===== config.mk =====
export PLATFORM = sky130hd
export DESIGN_NAME = pipeline_seq_mc
export DESIGN_NICKNAME = d
export VERILOG_FILES = /design/src/rtl/pipeline_seq_mc.sv
export SDC_FILE = /design/constraint.sdc
export NUM_CORES = 1
export LEC_CHECK = 0
export ABC_CLOCK_PERIOD_IN_PS = 4300
export CORE_UTILIZATION = 50
export DETAILED_ROUTE_END_ITERATION = 8
export GPL_TIMING_DRIVEN = 0
export PLACE_DENSITY_LB_ADDON = 0.05
export SKIP_CTS_REPAIR_TIMING = 1
export SKIP_LAST_GASP = 1
export SYNTH_ARGS = -nofsm -noshare
export SYNTH_HDL_FRONTEND = slang
export SYNTH_SLANG_ARGS = --single-unit

===== constraint.sdc =====
create_clock -name clk -period 4.3 [get_ports clk]
set_input_delay 0.86 -clock clk [delete_from_list [all_inputs] [get_ports clk]]
set_output_delay 0.86 -clock clk [all_outputs]
set_load 0.005 [all_outputs]

===== src/rtl/pipeline_seq_mc.sv =====
// pipeline_seq_mc
//
// Multi-lane frame sequencer sitting between the audio sample source and the
// DSP core. Frames of n_lanes signed samples are queued in a small input FIFO.
// In core mode each lane is issued to the core with a one-cycle tick and the
// lane results are gathered into an output frame. In bypass mode the frame is
// forwarded unchanged. Dropped input frames are counted, a watchdog guards each
// core transaction, and a watchdog expiry parks the block in a sticky fault
// state until software clears it.
//
// Ports:
//   clk, reset          single clock, asynchronous active-high reset
//   enable              1 = route through core, 0 = bypass (sampled at pop)
//   clear_error         leaves FAULT, ignored elsewhere
//   in_sample/in_valid  input frame (lane k at [k*data_width +: data_width])
//   in_ready            FIFO not full and not in FAULT
//   out_sample          output frame, same packing, held between pulses
//   out_valid           one-cycle pulse qualifying out_sample
//   core_tick           one-cycle start pulse to the core
//   core_sample_in      lane sample sent to the core
//   core_lane           index of the lane being processed
//   core_sample_out     core result
//   core_ready          core result valid / core idle
//   overrun             one-cycle pulse per dropped input frame
//   overrun_count       saturating count of dropped frames
//   frame_ctr           wrapping count of emitted frames
//   error               high while in FAULT
module pipeline_seq_mc #(
    parameter int data_width     = 16,
    parameter int n_lanes        = 2,
    parameter int fifo_depth     = 4,
    parameter int timeout_cycles = 4096,
    localparam int lane_w        = (n_lanes > 1) ? $clog2(n_lanes) : 1
) (
    input  logic                               clk,
    input  logic                               reset,
    input  logic                               enable,
    input  logic                               clear_error,
    input  logic [n_lanes*data_width-1:0]      in_sample,
    input  logic                               in_valid,
    output logic                               in_ready,
    output logic [n_lanes*data_width-1:0]      out_sample,
    output logic                               out_valid,
    output logic                               core_tick,
    output logic signed [data_width-1:0]       core_sample_in,
    output logic [lane_w-1:0]                  core_lane,
    input  logic signed [data_width-1:0]       core_sample_out,
    input  logic                               core_ready,
    output logic                               overrun,
    output logic [15:0]                        overrun_count,
    output logic [31:0]                        frame_ctr,
    output logic                               error
);

    localparam int frame_w = n_lanes * data_width;
    localparam int ptr_w   = $clog2(fifo_depth);
    localparam int cnt_w   = ptr_w + 1;
    localparam int wd_w    = $clog2(timeout_cycles + 1);

    typedef enum logic [2:0] {
        IDLE,
        ISSUE,
        GUARD,
        WAIT,
        EMIT,
        FAULT
    } state_t;

    state_t             state;
    logic [frame_w-1:0] fifo_mem [fifo_depth];
    logic [ptr_w-1:0]   wr_ptr;
    logic [ptr_w-1:0]   rd_ptr;
    logic [cnt_w-1:0]   count;
    logic [lane_w-1:0]  lane;
    logic [wd_w-1:0]    wd;
    logic [frame_w-1:0] work_frame;
    logic [frame_w-1:0] acc_frame;
    logic [frame_w-1:0] head;
    logic               full;
    logic               push;
    logic               drop;
    logic               pop;

    function automatic logic signed [data_width-1:0] get_lane(
        input logic [frame_w-1:0] f,
        input logic [lane_w-1:0]  idx
    );
        logic signed [data_width-1:0] s;
        s = '0;
        for (int k = 0; k < n_lanes; k++) begin
            if (idx == lane_w'(k)) s = f[k*data_width +: data_width];
        end
        return s;
    endfunction

    function automatic logic [frame_w-1:0] put_lane(
        input logic [frame_w-1:0]           f,
        input logic [lane_w-1:0]            idx,
        input logic signed [data_width-1:0] s
    );
        logic [frame_w-1:0] r;
        r = f;
        for (int k = 0; k < n_lanes; k++) begin
            if (idx == lane_w'(k)) r[k*data_width +: data_width] = s;
        end
        return r;
    endfunction

    function automatic logic [15:0] sat_inc16(input logic [15:0] v);
        return (v == 16'hFFFF) ? v : v + 16'd1;
    endfunction

    // Fullness is judged on the registered count only, so a push against a
    // full FIFO is dropped even if the head is popped in the same cycle.
    assign full     = (count == cnt_w'(fifo_depth));
    assign in_ready = !reset && !full && (state != FAULT);
    assign push     = in_valid && in_ready;
    assign drop     = in_valid && !in_ready;
    assign pop      = (state == IDLE) && (count != '0);
    assign head     = fifo_mem[rd_ptr];

    always_ff @(posedge clk) begin
        if (push) fifo_mem[wr_ptr] <= in_sample;
    end

    // Working frame and lane accumulator are pure data and need no reset:
    // every lane of acc_frame is written before it is ever emitted.
    always_ff @(posedge clk) begin
        if (pop) work_frame <= head;
        if (state == WAIT && core_ready) acc_frame <= put_lane(acc_frame, lane, core_sample_out);
    end

    always_ff @(posedge clk or posedge reset) begin
        if (reset) begin
            state          <= IDLE;
            wr_ptr         <= '0;
            rd_ptr         <= '0;
            count          <= '0;
            lane           <= '0;
            wd             <= '0;
            out_valid      <= 1'b0;
            out_sample     <= '0;
            core_tick      <= 1'b0;
            core_sample_in <= '0;
            core_lane      <= '0;
            overrun        <= 1'b0;
            overrun_count  <= '0;
            frame_ctr      <= '0;
            error          <= 1'b0;
        end else begin
            out_valid <= 1'b0;
            core_tick <= 1'b0;
            overrun   <= drop;
            if (drop) overrun_count <= sat_inc16(overrun_count);

            if (state == FAULT) begin
                wr_ptr <= '0;
                rd_ptr <= '0;
                count  <= '0;
            end else begin
                if (push) wr_ptr <= wr_ptr + ptr_w'(1);
                if (pop)  rd_ptr <= rd_ptr + ptr_w'(1);
                case ({push, pop})
                    2'b10:   count <= count + cnt_w'(1);
                    2'b01:   count <= count - cnt_w'(1);
                    default: ;
                endcase
            end

            // Outputs are registered: each pulse is raised on the transition
            // into the state that owns it.
            case (state)
                IDLE: begin
                    if (pop) begin
                        if (enable) begin
                            lane           <= '0;
                            core_tick      <= 1'b1;
                            core_sample_in <= get_lane(head, lane_w'(0));
                            core_lane      <= '0;
                            state          <= ISSUE;
                        end else begin
                            out_sample <= head;
                            out_valid  <= 1'b1;
                            frame_ctr  <= frame_ctr + 32'd1;
                            state      <= EMIT;
                        end
                    end
                end
                ISSUE: begin
                    wd    <= '0;
                    state <= GUARD;
                end
                GUARD: begin
                    // core_ready lags the tick by a cycle, so it is not trusted here
                    wd    <= wd + wd_w'(1);
                    state <= WAIT;
                end
                WAIT: begin
                    if (core_ready) begin
                        if (lane == lane_w'(n_lanes - 1)) begin
                            out_sample <= put_lane(acc_frame, lane, core_sample_out);
                            out_valid  <= 1'b1;
                            frame_ctr  <= frame_ctr + 32'd1;
                            state      <= EMIT;
                        end else begin
                            lane           <= lane + lane_w'(1);
                            core_tick      <= 1'b1;
                            core_sample_in <= get_lane(work_frame, lane + lane_w'(1));
                            core_lane      <= lane + lane_w'(1);
                            state          <= ISSUE;
                        end
                    end else if (wd == wd_w'(timeout_cycles - 1)) begin
                        // this cycle's increment would reach the timeout
                        error <= 1'b1;
                        state <= FAULT;
                    end else begin
                        wd <= wd + wd_w'(1);
                    end
                end
                EMIT: begin
                    state <= IDLE;
                end
                FAULT: begin
                    // clear_error is only seen once FAULT is the registered
                    // state, so FAULT always lasts at least one cycle
                    if (clear_error) begin
                        error <= 1'b0;
                        state <= IDLE;
                    end
                end
                default: state <= IDLE;
            endcase
        end
    end

endmodule

-- Yosys cells after proc, flatten, opt, wreduce, memory -nomap -nowiden
Memory sizes are Yosys's and may differ from the RTL's.
Cells that the tools add are included.
- $add $sub $neg: 8
- $mul: 0
- div/mod/pow operators: 0
- order comparisons: 0
- eq/ne operators: 21
- shift-type cells: 0
- multiplexer cells: 56
- bitwise logic cells: 2
- reduce and logical (&&, ||, !) cells: 25
- operators with widths (kind ; number):
    $mux 32 ; 8
    $pmux 32 s2 ; 2
    $mux 16 ; 5
    $pmux 13 s3 ; 1
    $add 32x1->32 const B ; 1
    $pmux 16 s2 ; 1
    $mux 13 ; 2
    $mux 3 ; 7
    $mux 1 ; 19
    $ne 2x2->1 const B ; 9
    $add 16x1->16 const B ; 1
    $eq 16x16->1 const B ; 1
    $pmux 3 s5 ; 1
    $add 13x1->13 const B ; 1
    $eq 13x12->1 const B ; 1
    $pmux 1 s2 ; 5
    $reduce_and 5->1 ; 2
    $reduce_bool 3->1 ; 3
    $mux 2 ; 4
    $reduce_and 4->1 ; 2
    $reduce_bool 2->1 ; 4
    $eq 3x2->1 const B ; 2
    $eq 3x3->1 const B ; 2
    $logic_and 1x1->1 ; 6
    other kinds (16) ; 22
- flip-flop bits (word level): 173
- latch bits: 0
- bits in writable memories: 128
- ROM bits: 0
- input port bits: 54
- memories: 1
- memory list (name ; words ; width ; read ports ; clocked after Yosys merged registers in ; write ports ; line ; text):
    fifo_mem ; 4 ; 32 ; 1 ; 0 ; 1 ; 70 ; logic [frame_w-1:0] fifo_mem [fifo_depth];

-- Depth between registers and ports, before layout
Gate-level depths: netlist (run 1).
- depth after elaboration: 8
- gate-level depth with buffers: 9
- mapped depth without buffers: 8

-- Worst setup path after synthesis (run 1)
Ideal clock, no wire load.
- kind: input port to flip-flop
- start: in reset
- end: mem fifo_mem[0][0] (netlist name), enable pin
- arrival time: 2.189 ns
- slack: 1.718 ns
- cell stages on the path: 3
- buffers on the path: 0
- cell sequence: nand2b_1 nor2_1 and3_1
- cells in the longest elaborated chain, start to end: 6
- ends and longest elaborated chain (item ; line ; text):
    start: declaration ; 36 ; input logic reset,
    $logic_not 1->1 (no line) ; n/a ;
    $logic_and 1x1->1 (2 in a row) ; 116 ; assign in_ready = !reset && !full && (state != FAULT);
    $logic_and 1x1->1 ; 117 ; assign push = in_valid && in_ready;
    $mux 1 ; 123 ; if (push) fifo_mem[wr_ptr] <= in_sample;
    $mux 1 (implied by the code) ; 123 ;
    end: declaration ; 70 ;
Every way passes these cells.

-- Final worst setup path (run 1)
- start: reg state[0]
- end: out in_ready
- cells in the longest elaborated chain, start to end: 2
- ends and longest elaborated chain (item ; line ; text):
    start: declaration ; 69 ; state_t state;
    start signal: assignment ; 135 ; state <= IDLE;
    start signal: assignment ; 180 ; state <= ISSUE;
    start signal: assignment ; 185 ; state <= EMIT;
    $ne 3x3->1 ; 116 ;
    $logic_and 1x1->1 ; 116 ;
    end: declaration ; 41 ; output logic in_ready,
Every way passes these cells.

==> qor.yml, run 1 <==
drt_iter0_markers: 521
synth.net_count: 898
period_minus_slack_ns: 3.06
fin_hold_ws_ns: 0.466
relSlewSlack_pct: 37.1
vdd_drop_max_v: 0.000423
layout.nets: 1087
ios: 156
area_delta_synth_final_pct: 24.8
synth_common_cells: "edfxtp_1, dfrtp_1, nand2_1"
avgViaCountPerCell: 5.36
drive_gt1_share_pct: 12.0
critPathTopFamily: "buffers and inverters"
crit_buf_inv: 2
clkLatencyLatePin_ns: 0.56
numClockSinks: 301
crit_fanout: 9
synth.largest_area_cell: "edfxtp_1"
antenna_found_initial: 0
routed_wl_mm: 25.7
hold_viol_final: 0
die_area_sq_mm: 0.0249
root_buffer: "clkbuf_16"
power_w: 0.00996
firstDrtPassIters: 4
leakage_nw: 5.69
synth_edf_count: 176
rsz0062_at_grt: "false"
core-area_sq_mm: 0.0237
critical-path-slowest-cell: "clkdlybuf4s50_1"
ys.flop_type: "edfxtp_1"
initial_core_util_pct: 51.3
yosysMostFrequentCell: "edfxtp_1"
gp_congestion: 0.828
grt_pass1_vias: 7215
syn_area_sq_mm: 0.0122
io_buffers: 155
cp_data_required_time_ns: 3.44
worst_pin_slew_ns: 0.942
cp_slowest_stage_delay_ns: 0.54
setup_viol: 0
fmax_mhz: 326
multi_input_area_sq_mm: 0.00356
grt_pass1_wl_mm: 40.2
async_flop_share_pct: 41.5
crit_path_start_kind: "flop"
final_cell_area_sq_mm: 0.0152
arrival_ns: 2.20
vias: 7335
finalClockSkew_ns: 0.0147
track_usage_pct: 21.4
holdCritPathClass: "flop to flop"
hpwlAfterDp_mm: 17.9
synth.area.top_cells: "edfxtp_1, dfrtp_1, mux4_2"
place_area_sq_mm: 0.0141
nFillCells: 1849
drc: 0
clkTransAtPathRegs_ns: 0.06
grt_start_max_net_pins: 71
yosysWarnings: 0
finalCritPeriodShare_pct: 71.3
cts_buffers: 31
htreeDepth: 1
die_h_um: 158
critPathKind: "flop to output pin"
crit_chain: "and3b_1, clkbuf_1, nor3_1, clkdlybuf4s50_1"
power_density_mw_per_mm2: 657
drv_slew: 0
n_antenna_cell: 0
antenna_left: 0
row_count: 56
ys_types: 48
fp.dieW_um: 158
synth_seq_cells: 301
synth_cells: 836
cts_tree: "built"
max_cap_viol_count: 0
regArea_sq_mm: 0.00841
wl_per_cell_um: 18.8
status: "complete, no violations"
synth_top_cell_area_share_pct: 43.5
clock_path_buffers: 3
ys_seq_area_share_pct: 69.2
end_kind: "output pin"
syn_avg_cell_area_sq_um: 14.5
grt-ovfl-total: 0
==> per-layer routing <==
| layer | track usage [%] | up-vias | wire length (um) |
|---|---|---|---|
| li1 | - | 3471 | - |
| met1 | 30.1 | 3660 | 11700 |
| met2 | 35.0 | 165 | 12300 |
| met3 | 2.79 | 39 | 1020 |
| met4 | 6.20 | 0 | 641 |
| met5 | 0 | - | 0 |
==> cell families after synthesis <==
| group | Yosys count | synth area share, % |
|---|---|---|
| adder cells (fa/ha/maj) | 8 | 0.885 |
| buffers and inverters | 46 | 1.53 |
| flip-flops | 301 | 69.2 |
| XOR/XNOR | 50 | 3.60 |
| AO/OA/AOI/OAI | 97 | 5.04 |
| AND/OR/NAND/NOR | 264 | 10.4 |
| multiplexers | 70 | 9.26 |
==> where the power goes <==
| group | internal [W] | switching, W | total [W] |
|---|---|---|---|
| logic | 0.00151 | 0.00167 | 0.00318 |
| clock network | 0.00157 | 0.00108 | 0.00265 |
| registers | 0.00377 | 0.000360 | 0.00413 |
==> stage by stage <==
stage | std cells | setup TNS, ns | setup slack (ns) | util (%)
3_5_place_dp | 1311 | 0 | 0.876 | 59.7
2_1_floorplan | 836 | 0 | 0.112 | -
6_report | 1369 | 0 | 1.24 | 64.1
4_1_cts | 1369 | 0 | 1.20 | 64.1
3_3_place_gp | 1310 | -249.28 | -2.01 | 59.6
5_1_grt | 1369 | 0 | 1.11 | 64.1
==> cells in the final DEF (no fill, tap or decap), types with 8 or more instances in the layout <==
| cell | instances |
|---|---|
| a21oi_1 | 11 |
| a31oi_1 | 33 |
| and3_1 | 9 |
| buf_2 | 8 |
| clkbuf_1 | 31 |
| clkbuf_16 | 31 |
| clkdlybuf4s50_1 | 155 |
| dfrtp_1 | 125 |
| edfxtp_1 | 176 |
| inv_1 | 11 |
| mux2_2 | 20 |
| mux2i_1 | 18 |
| mux4_2 | 32 |
| nand2_1 | 99 |
| nand3_1 | 25 |
| nand4_1 | 12 |
| nor2_1 | 57 |
| nor3_1 | 14 |
| o21ai_0 | 31 |
| xnor2_1 | 27 |
| xor2_1 | 23 |
==> area by class of cell <==
| cell class | count | share of cell area (%) |
|---|---|---|
| plain buffers | 33 | 0.907 |
| clock buffers | 47 | 5.97 |
| clock inverters | 11 | 0.808 |
| inverters | 13 | 0.355 |
| multi-input cells | 489 | 23.5 |
| flip-flops and latches | 301 | 55.4 |
| well taps | 319 | 2.63 |
| repair buffers | 156 | 10.4 |
==> path summary, 6_finish.rpt <==
check / start / end / slack, ns / cells past startpoint
worst max-delay path: state[0] / in_ready / 1.24 / 4
worst min-delay path: frame_ctr[31] / frame_ctr[31] / 0.47 / 1
worst max register to register: state[0] / out_sample[30] / 1.59 / 5
worst min register to register: frame_ctr[31] / frame_ctr[31] / 0.47 / 1
max in group asynchronous: reset / frame_ctr[8] / 2.74 / 3
min in group asynchronous: reset / overrun_count[1] / 0.83 / 2
==> state kept, by name (all words and copies together) (netlist names), 13 cells and up <==
| signal | cells |
|---|---|
| fifo_mem | 128 |
| frame_ctr | 32 |
| out_sample | 32 |
| work_frame | 32 |
| acc_frame | 16 |
| core_sample_in | 16 |
| overrun_count | 16 |
| wd | 13 |
(Power assumes the default switching activity.)
==> run 2: changes to the inputs <==
--- a/config.mk
+++ b/config.mk
@@ -5,7 +5,7 @@
 export SDC_FILE = /design/constraint.sdc
 export NUM_CORES = 1
 export LEC_CHECK = 0
-export ABC_CLOCK_PERIOD_IN_PS = 4300
+export ABC_CLOCK_PERIOD_IN_PS = 2750
 export CORE_UTILIZATION = 50
 export DETAILED_ROUTE_END_ITERATION = 8
 export GPL_TIMING_DRIVEN = 0
==> constraint.sdc (replaced) <==
create_clock -name clk -period 2.75 [get_ports clk]
set_input_delay 0.55 -clock clk [delete_from_list [all_inputs] [get_ports clk]]
set_output_delay 0.55 -clock clk [all_outputs]
set_load 0.005 [all_outputs]
==> run 2 against run 1 <==
  * Sequential power is 56% higher
  * Clock-buffer cell count is 1 lower
  * First-iteration DRC count is 20% lower
  * Clock skew is 0.0022 ns higher
  * Critical endpoint unchanged
  * Largest cell class unchanged
==> qor.yml, run 2 (synthesis results as in run 1) <==
die_h_um: 158  # unchanged
antenna_left: 0  # unchanged
clkLatencyLatePin_ns: 0.58  # +0.02 ns
vias: 7273  # -0.85%
fp.dieW_um: 158  # unchanged
grt_start_max_net_pins: 41  # -42%
cp_slowest_stage_delay_ns: 0.54  # about the same
critPathKind: "flop to output pin"
wl_per_cell_um: 18.5  # -1.3%
initial_core_util_pct: 51.3  # unchanged
grt_pass1_wl_mm: 39.6  # -1.7%
htreeDepth: 1  # unchanged
cts_tree: "built"
top_register: "fifo_mem"
n_antenna_cell: 0  # unchanged
fmax_mhz: 373
io_buffers: 155  # unchanged
max_cap_viol_count: 0  # unchanged
period_minus_slack_ns: 2.68
crit_path_start_kind: "flop"
hold_viol_final: 0  # unchanged
setup_viol: 0  # unchanged
firstDrtPassIters: 4  # unchanged
final_cell_mix: "edfxtp_1, clkdlybuf4s50_1, dfrtp_1"
drive_gt1_share_pct: 12.1  # +0.095 points
holdCritPathClass: "flop to flop"
avgViaCountPerCell: 5.31  # -0.85%
numClockSinks: 301  # unchanged
cts_buffers: 31  # unchanged
nFillCells: 1822  # -1.5%
area_delta_synth_final_pct: 25.1
rsz0062_at_grt: "true"
die_area_sq_mm: 0.0249  # unchanged
hpwlAfterDp_mm: 17.7  # -0.80%
arrival_ns: 2.13  # -0.07 ns
final_common_cell: "edfxtp_1"
multi_input_area_sq_mm: 0.00356  # unchanged
utilization_pct: 64.2  # +0.14 points
finalCritPeriodShare_pct: 97.6
routed_wl_mm: 25.4  # -1.3%
vdd_drop_max_v: 0.000627  # +48%
leakage_nw: 5.69  # about the same
regArea_sq_mm: 0.00841  # unchanged
antenna_found_initial: 0  # unchanged
clkTransAtPathRegs_ns: 0.06  # about the same
clock_path_buffers: 3  # unchanged
drv_slew: 0  # unchanged
core-area_sq_mm: 0.0237  # unchanged
crit_chain: "and3b_1, nor3_1, clkdlybuf4s50_1"
ios: 156  # unchanged
track_usage_pct: 21.0  # -0.33 points
relSlewSlack_pct: 39.5  # +2.4 points
status: "complete, no violations"
cp_data_required_time_ns: 2.20  # -1.24 ns
row_count: 56  # unchanged
grt-ovfl-total: 0  # unchanged
power_density_mw_per_mm2: 1020  # +56%
finalClockSkew_ns: 0.0169  # +0.00223 ns
end_kind: "output pin"
drt_iter0_markers: 415  # -20%
grt_pass1_vias: 7107  # -1.5%
drc: 0  # unchanged
fin_setup_tns_ns: 0  # unchanged
largest_reg_flops: 128  # unchanged
root_buffer: "clkbuf_16"
layout.nets: 1089  # +0.18%
critical-path-slowest-cell: "clkdlybuf4s50_1"
gp_congestion: 0.857  # +3.5%
worst_pin_slew_ns: 0.906  # -0.0361 ns
crit_fanout: 9  # unchanged
## run 2: power breakdown
part	leakage (nW)	switching (W)	total [W]	internal, W
logic	2.04	0.00259	0.00498	0.00239
registers	3.16	0.000565	0.00646	0.00589
clock network	0.494	0.00170	0.00412	0.00243
total	5.69	0.00485	0.0156	0.0107
## run 2: routing by layer
layer | global-route usage (%) | share of wire (%) | vias to the layer above
met4 | 4.72 | 1.7 | 0
met1 | 30.1 | 45 | 3556
met3 | 3.34 | 5.2 | 33
met2 | 34.1 | 48 | 204
li1 | - | - | 3480
met5 | 0 | 0 | -
## run 2: area by class of cell
type	count	area share, %
flip-flops and latches	301	55.3
multi-input cells	489	23.4
repair buffers	159	10.7
clock buffers	46	5.87
well taps	319	2.62
plain buffers	32	0.889
clock inverters	10	0.790
inverters	13	0.346
## run 2: path summary, 6_finish.rpt
kind / from / end / slack [ns] / cells after the start
worst max-delay path: state[0] / in_ready / 0.07 / 3
min in group asynchronous: reset / core_sample_in[1] / 0.48 / 2
max in group asynchronous: reset / out_sample[12] / 1.45 / 4
worst max register to register: state[1] / core_sample_in[5] / 0.26 / 7
worst min register to register: frame_ctr[31] / frame_ctr[31] / 0.47 / 1
worst min-delay path: frame_ctr[31] / frame_ctr[31] / 0.47 / 1
## run 2: per-stage QoR
stage               total power (W)  area, sq um  setup slack [ns]  hold WS, ns  cells
finish                       0.0156        15200            0.0665        0.474   1369
global route                 0.0164        15200           -0.0426        0.488   1369
CTS                          0.0157        15200           -0.0684        0.477   1369
detailed placement           0.0116        14200            -0.363        0.465   1313
global placement             0.0115        14100            -0.834        0.463   1310
floorplan                   0.00935        12200             0.478        0.461    836
## run 2: worst max-delay path, delay by kind of cell (launching register included)
kind | cells | cell delay, ns
flip-flops | 1 | 0.46
AND/OR/NAND/NOR | 2 | 0.57
buffers and inverters | 1 | 0.54
